## src/rtl/decoder_pkg.sv

```systemverilog
// Shared definitions for the step decoder: mode encoding and a generic
// one-hot helper used by the combinational decode stage.
package decoder_pkg;

    localparam logic MODE_DIRECT = 1'b0;
    localparam logic MODE_SEQ    = 1'b1;

    localparam int MAX_IDX_W = 8;
    localparam int MAX_OUT   = 1 << MAX_IDX_W;

    // Indices at or beyond width yield all-zero rather than aliasing.
    function automatic logic [MAX_OUT-1:0] onehot(input logic [MAX_IDX_W-1:0] idx,
                                                  input int unsigned width);
        logic [MAX_OUT-1:0] r;
        r = '0;
        if (32'(idx) < width) begin
            r[idx] = 1'b1;
        end
        return r;
    endfunction

endpackage

```

## src/rtl/onehot_decoder.sv

```systemverilog
// Purely combinational index -> one-hot decode with 2**SEL_W outputs.
module onehot_decoder
    import decoder_pkg::*;
#(
    parameter int SEL_W = 3
) (
    input  logic [SEL_W-1:0]      idx,
    output logic [(2**SEL_W)-1:0] onehot_out
);

    localparam int N_OUT = 2 ** SEL_W;

    assign onehot_out = N_OUT'(onehot(MAX_IDX_W'(idx), N_OUT));

endmodule

```

## src/rtl/step_decoder.sv

```systemverilog
// Registered one-hot decoder with direct select decode and a wrapping
// step-sequence mode for control-path timing signals.
module step_decoder
    import decoder_pkg::*;
#(
    parameter int SEL_W = 3,
    parameter int LAST  = 2**SEL_W - 1
) (
    input  logic                  clk,
    input  logic                  rst,
    input  logic                  en,
    input  logic                  mode,
    input  logic [SEL_W-1:0]      sel,
    input  logic                  clear,
    input  logic                  hold,
    output logic [(2**SEL_W)-1:0] out,
    output logic [SEL_W-1:0]      step,
    output logic                  valid,
    output logic                  wrap
);

    localparam int N_OUT = 2 ** SEL_W;

    if (LAST < 0 || LAST >= N_OUT) begin : g_last_check
        $fatal(1, "step_decoder: LAST out of range 0..N_OUT-1");
    end

    localparam logic [SEL_W-1:0] LAST_IDX = SEL_W'(LAST);

    typedef enum logic [1:0] {
        OUT_ZERO,
        OUT_KEEP,
        OUT_LOAD
    } out_op_t;

    logic [SEL_W-1:0] step_q, step_d;
    logic [N_OUT-1:0] out_q, out_d;
    logic             valid_q, valid_d;
    logic             wrap_q, wrap_d;
    out_op_t          out_op;
    logic [N_OUT-1:0] dec_out;

    always_comb begin
        step_d  = step_q;
        valid_d = valid_q;
        wrap_d  = 1'b0;
        out_op  = OUT_KEEP;
        if (!en) begin
            valid_d = 1'b0;
            out_op  = OUT_ZERO;
        end else if (clear) begin
            step_d  = '0;
            valid_d = 1'b1;
            out_op  = OUT_LOAD;
        end else if (mode == MODE_DIRECT) begin
            step_d  = sel;
            valid_d = 1'b1;
            out_op  = OUT_LOAD;
        end else if (!hold) begin
            // Out-of-range steps (from a direct load) restart silently at 0.
            if (step_q == LAST_IDX) begin
                step_d = '0;
                wrap_d = 1'b1;
            end else if (step_q > LAST_IDX) begin
                step_d = '0;
            end else begin
                step_d = step_q + 1'b1;
            end
            valid_d = 1'b1;
            out_op  = OUT_LOAD;
        end
    end

    onehot_decoder #(.SEL_W(SEL_W)) u_dec (
        .idx        (step_d),
        .onehot_out (dec_out)
    );

    always_comb begin
        out_d = out_q;
        case (out_op)
            OUT_ZERO: out_d = '0;
            OUT_LOAD: out_d = dec_out;
            default:  out_d = out_q;
        endcase
    end

    always_ff @(posedge clk or posedge rst) begin
        if (rst) begin
            step_q  <= '0;
            out_q   <= '0;
            valid_q <= 1'b0;
            wrap_q  <= 1'b0;
        end else begin
            step_q  <= step_d;
            out_q   <= out_d;
            valid_q <= valid_d;
            wrap_q  <= wrap_d;
        end
    end

    assign out   = out_q;
    assign step  = step_q;
    assign valid = valid_q;
    assign wrap  = wrap_q;

endmodule

```

## config.mk

```make
export PLATFORM = sky130hd
export DESIGN_NAME = step_decoder
export DESIGN_NICKNAME = d
export VERILOG_FILES = /design/src/rtl/decoder_pkg.sv /design/src/rtl/onehot_decoder.sv /design/src/rtl/step_decoder.sv
export SDC_FILE = /design/constraint.sdc
export NUM_CORES = 1
export LEC_CHECK = 0
export BUFFER_PORTS_ARGS = -buffer_cell sky130_fd_sc_hd__buf_2
export CORE_UTILIZATION = 31
export CTS_CLUSTER_SIZE = 16
export DETAILED_ROUTE_END_ITERATION = 8
export GPL_TIMING_DRIVEN = 0
export SYNTH_ARGS = -nofsm -noshare
export SYNTH_HDL_FRONTEND = slang
export SYNTH_SLANG_ARGS = --single-unit
```

## constraint.sdc

```tcl
create_clock -name clk -period 4.5 [get_ports clk]
set_input_delay 0 -clock clk [delete_from_list [all_inputs] [get_ports clk]]
set_output_delay 0 -clock clk [all_outputs]
set_load 0.01 [all_outputs]
```

Yosys cells after proc, flatten, opt, wreduce, memory -nomap -nowiden
Index checks and enable logic that the tools add are counted.

Bits in registers: 13. Bits of input ports: 9. Word-level logic and storage cells: 36. Output and inout bits: 13.

$add $sub $neg: 1. Reductions and logical operators: 3. Magnitude comparators: 3. Equal/unequal tests: 3. Multiplexer cells: 22.

Operators with widths (number): $mux W3 (6); $pmux W8 S2 (1); $mux W1 (10); $lt A3 B9 Y1 const B (1); $mux W2 (4); $ne A4 B4 Y1 const B (1); $add A3 B1 Y3 const B (1); $demux W1 S3 (1); $eq A3 B3 Y1 const B (1); $ge A3 B1 Y1 const B (1); $gt A3 B3 Y1 const B (1); $eq A2 B2 Y1 const B (1); $logic_not A2 Y1 (1); $reduce_bool A2 Y1 (1); $logic_and A1 B1 Y1 (1).

Depth between registers and ports, before layout
Depth after elaboration: 12. Mapped depth: 7. Gate-level depth less buffers: 7.

Cells and area by module
Synthesis repeated with hierarchy kept, for this count alone.

Cells, all modules: 62. Area total of the unflattened synthesis: 713.2 sq um.

Modules (own cells, without submodules): step_decoder (times used 1, area an instance 648.1 sq um, cells an instance 54); onehot_decoder (times used 1, area an instance 65.1 sq um, cells an instance 8).

Least setup slack after synthesis
Ideal clock, no wire load.

Path type: flip-flop to flip-flop. Start: reg step_q[0] (netlist: step[0]). End: reg out_q[7] (netlist: out[7]). Setup slack: 2501 ps. Setup time: 121 ps. Cell stages (with the launch flop): 8. Buffers on the path: 0. Arrival time: 1878 ps. Clock period less this slack: 1999 ps. Required time: 4379 ps. Cell sequence: dfrtp_1 > ha_1 > ha_1 > nor3b_1 > mux2_4 > a32oi_4 > inv_2 > a22o_1.

Word-level cells in the longest chain between the ends: 12. Elaborated cells on any way between the ends: 15.

Ends and longest elaborated chain: start: declaration (RTL line step_decoder.sv:36) `logic [SEL_W-1:0] step_q, step_d;`; start signal: assignment (RTL line step_decoder.sv:95) `step_q <= step_d;`; $add A3 B1 Y3 or $gt A3 B3 Y1 (tied branches) (RTL line step_decoder.sv:67, step_decoder.sv:64); $mux W3 (RTL line step_decoder.sv:64) `end else if (step_q > LAST_IDX) begin`; $mux W3 * (RTL line step_decoder.sv:61) `if (step_q == LAST_IDX) begin`; $mux W3 * (RTL line step_decoder.sv:59) `end else if (!hold) begin`; $mux W3 * (RTL line step_decoder.sv:55) `end else if (mode == MODE_DIRECT) begin`; $mux W3 * (RTL line step_decoder.sv:51) `end else if (clear) begin`; $mux W3 * (RTL line step_decoder.sv:48) `if (!en) begin`; named net step_d[2] (RTL line step_decoder.sv:36); $lt A3 B9 Y1 (implied by the code) or $ge A3 B1 Y1 (tied branches) (RTL line decoder_pkg.sv:17) `r[idx] = 1'b1;`; $logic_and A1 B1 Y1 (implied by the code) (RTL line decoder_pkg.sv:17); $mux W1 (implied by the code) (RTL line decoder_pkg.sv:17); $demux W1 S3 *; $pmux W8 S2 * (RTL line step_decoder.sv:81) `case (out_op)`; end signal: assignment (RTL line step_decoder.sv:96) `out_q <= out_d;`; end: declaration (RTL line step_decoder.sv:37) `logic [N_OUT-1:0] out_q, out_d;`.

Mark *: on every way through the listed nets, which the timed path passes. The rest lies on a longest branch. A chain may end at the register's enable or synchronous reset.

Worst setup path in the final report
Ends and elaborated chain as after synthesis.

==> reports/results.ini <==
[logic_synthesis]
syn_area_um2=757
synth-compound-area-share=0.231
synthFlopType=dfrtp_1
synth_top_family_by_area=compound AO/OA/AOI/OAI gates
synth_area_leaders=dfrtp_1 43%, a22o_1 9.3%, buf_6 4.5%
avgSynthCellArea_um2=12.0
syn_nets=74
synth-simple-area-share=0.212
seq_area_frac_synth=0.430
synth_top_area_frac=0.430
synth_cells=63
synth_edf_count=0
muxShareOfSynthArea=0.0198
synthArstFlopShare=1.00
synth_cell_types=29
ys_ff_latch=13
synth_fa_ha_area_frac=0.0331
synth-xor-area-share=0
yosys_warnings=0
yosys.area.top_type=dfrtp_1

[timing]
relSlewSlack=0.680
setup_viol=0
finalMaxSlewViolations=0
rsz0062_at_grt=false
period_needed_ns=2.12
holdWs_ns=0.170
worst_pin_slew_ns=0.480
hold_violations=0
clock_skew_ns=0.00648
final.setup.tns_ns=0
fmax_ghz=0.471
post-route-period-util=0.472

[cts]
clk_pin_slew_ns=0.07
tritoncts.num_buffers=3
h-tree-depth=1
cts_sinks=13
clkLatencyLatePin_ns=0.28
clockBufferDepth=2
cts_resized=0
cts_tree=built
cts_root_buffer=clkbuf_4

[worst_setup_path]
worst_setup_path_start_kind=flop
rrSetupSlack_ns=2.38
end_kind=flop
arrival_ns=2.28
path_class=reg -> reg
crit_path_max_fanout=8
crit_required_ns=4.66

[floorplan]
num_io_pins=22
die_y_um=51.4
dieWidth_um=51.4
rows=17
die-area_mm2=0.00264
initial_core_util=0.336
core_area_mm2=0.00225

[placement]
gp_congestion=0.721
portBuffers=20
dpl-instance-area_um2=892
dpl.hpwl_um=1090
placedCellCount=111

[global_route]
antenna_found_initial=0
grt_pass1_wl_um=2560
grtUsageTotal=0.133
grt_overflow=0
grt_max_degree=14
grt_pass1_vias=560

[routing]
drtIter0Drc=6
routedWlPerCell_um=12.2
finalWirelength_um=1440
via_per_inst=4.85
vias=572
drt-pass1-iter-count=4
detail-route-antenna-nets=0
drc=0

[layout]
stdcell_count=118
antenna_cells=0
drive_gt1_frac=0.433
area_growth_pct=25.3
nets=102
final_area_um2=948

[power_and_ir_drop]
powerDensity_mw_per_mm2=272
p_leak_nw=0.501
peakVddDrop_uv=168
p_total_mw=0.258

[run_status]
status=finished clean

[worst_hold_path]
hold_path.class=in -> reg

[job]
cap_violations=0

[layer usage]
metal	track usage	wire (um)
met1	0.172	631
met2	0.208	744
met3	0.0536	66
met4	0.0270	0
met5	0	0
[synthesized netlist by cell type, types with 2 or more instances]
cell type / count
nor3b_1: 2
o21ai_2: 2
nand2b_1: 2
a22o_1: 8
buf_6: 3
inv_1: 3
dfrtp_1: 13
nor2_1: 4
nand2_1: 3
ha_1: 2
nor2b_4: 2
o21ai_1: 2
[stage by stage]
stage / utilization / worst slack, ns
floorplan: - / 2.50
global placement: 0.396 / 2.39
detailed placement: 0.396 / 2.39
CTS: 0.421 / 2.37
global route: 0.421 / 2.27
finish: 0.421 / 2.38
[state kept, by name (all words and copies together) (netlist names)]
name   flops
out        8
step       3
valid      1
wrap       1
[power by group]
group	internal [mW]	total, mW	switching (mW)
Clock	0.0344	0.0706	0.0362
Sequential	0.123	0.130	0.00734
Combinational	0.0281	0.0572	0.0291
[cells in the final DEF (no fill, tap or decap), drive strengths merged]
cell type and instances:
buf 24, dfrtp 13, a22o 8, nor2 4, inv 4, clkbuf 4, o21ai 4, nand2 3
dlygate4sd3 3, nor2b 3, nor3b 2, nand2b 2, ha 2, and2b 1, nand4 1, mux2 1
a32oi 1, nand3b 1, a21oi 1, a311o 1, and3 1, and3b 1, o31ai 1, a22oi 1
o22ai 1, and4b 1, o31a 1
[worst paths after layout]
path / depth (start not counted) / to / from
max in group asynchronous: 3 / out[5]$_DFFE_PP0P_ / rst
max reg2reg: 7 / out[7]$_DFFE_PP0P_ / step[0]$_DFF_PP0_
min in group asynchronous: 3 / out[0]$_DFFE_PP0P_ / rst
min: 4 / valid$_DFFE_PP0P_ / hold
max: 7 / out[7]$_DFFE_PP0P_ / step[0]$_DFF_PP0_
min reg2reg: 1 / out[7]$_DFFE_PP0P_ / out[7]$_DFFE_PP0P_
[timing repair]
item / in CTS / in global routing
setup buffers: 0 / 0
hold endpoints to repair: 16 / 0
hold buffers: 3 / 0
setup endpoints to repair: 0 / 0
[final cells by class]
type | count | area (um2)
Buffer | 4 | 41.3
Clock buffer | 4 | 26.3
Fill cell | 243 | 1310
Inverter | 4 | 15.0
Multi-Input combinational cell | 42 | 375
Sequential cell | 13 | 325
Tap cell | 28 | 35.0
Timing Repair Buffer | 23 | 130
[kinds of logic (layout without fill, tap and decap cells)]
| family | after synthesis | in the layout |
|---|---|---|
| simple gates | 20 | 20 |
| compound gates | 19 | 19 |
| flops | 13 | 13 |
| buf+inv | 8 | 35 |
| fa+ha+maj | 2 | 2 |
| mux | 1 | 1 |
[critical path, stage by stage, from the launching register on]
cell and delay [ns]:
dfrtp_1 0.47, ha_1 0.24, ha_1 0.26, nor3b_1 0.14
mux2_4 0.27, a32oi_4 0.31, inv_2 0.11, a22o_1 0.22
Power figures use the tool's default switching activity.
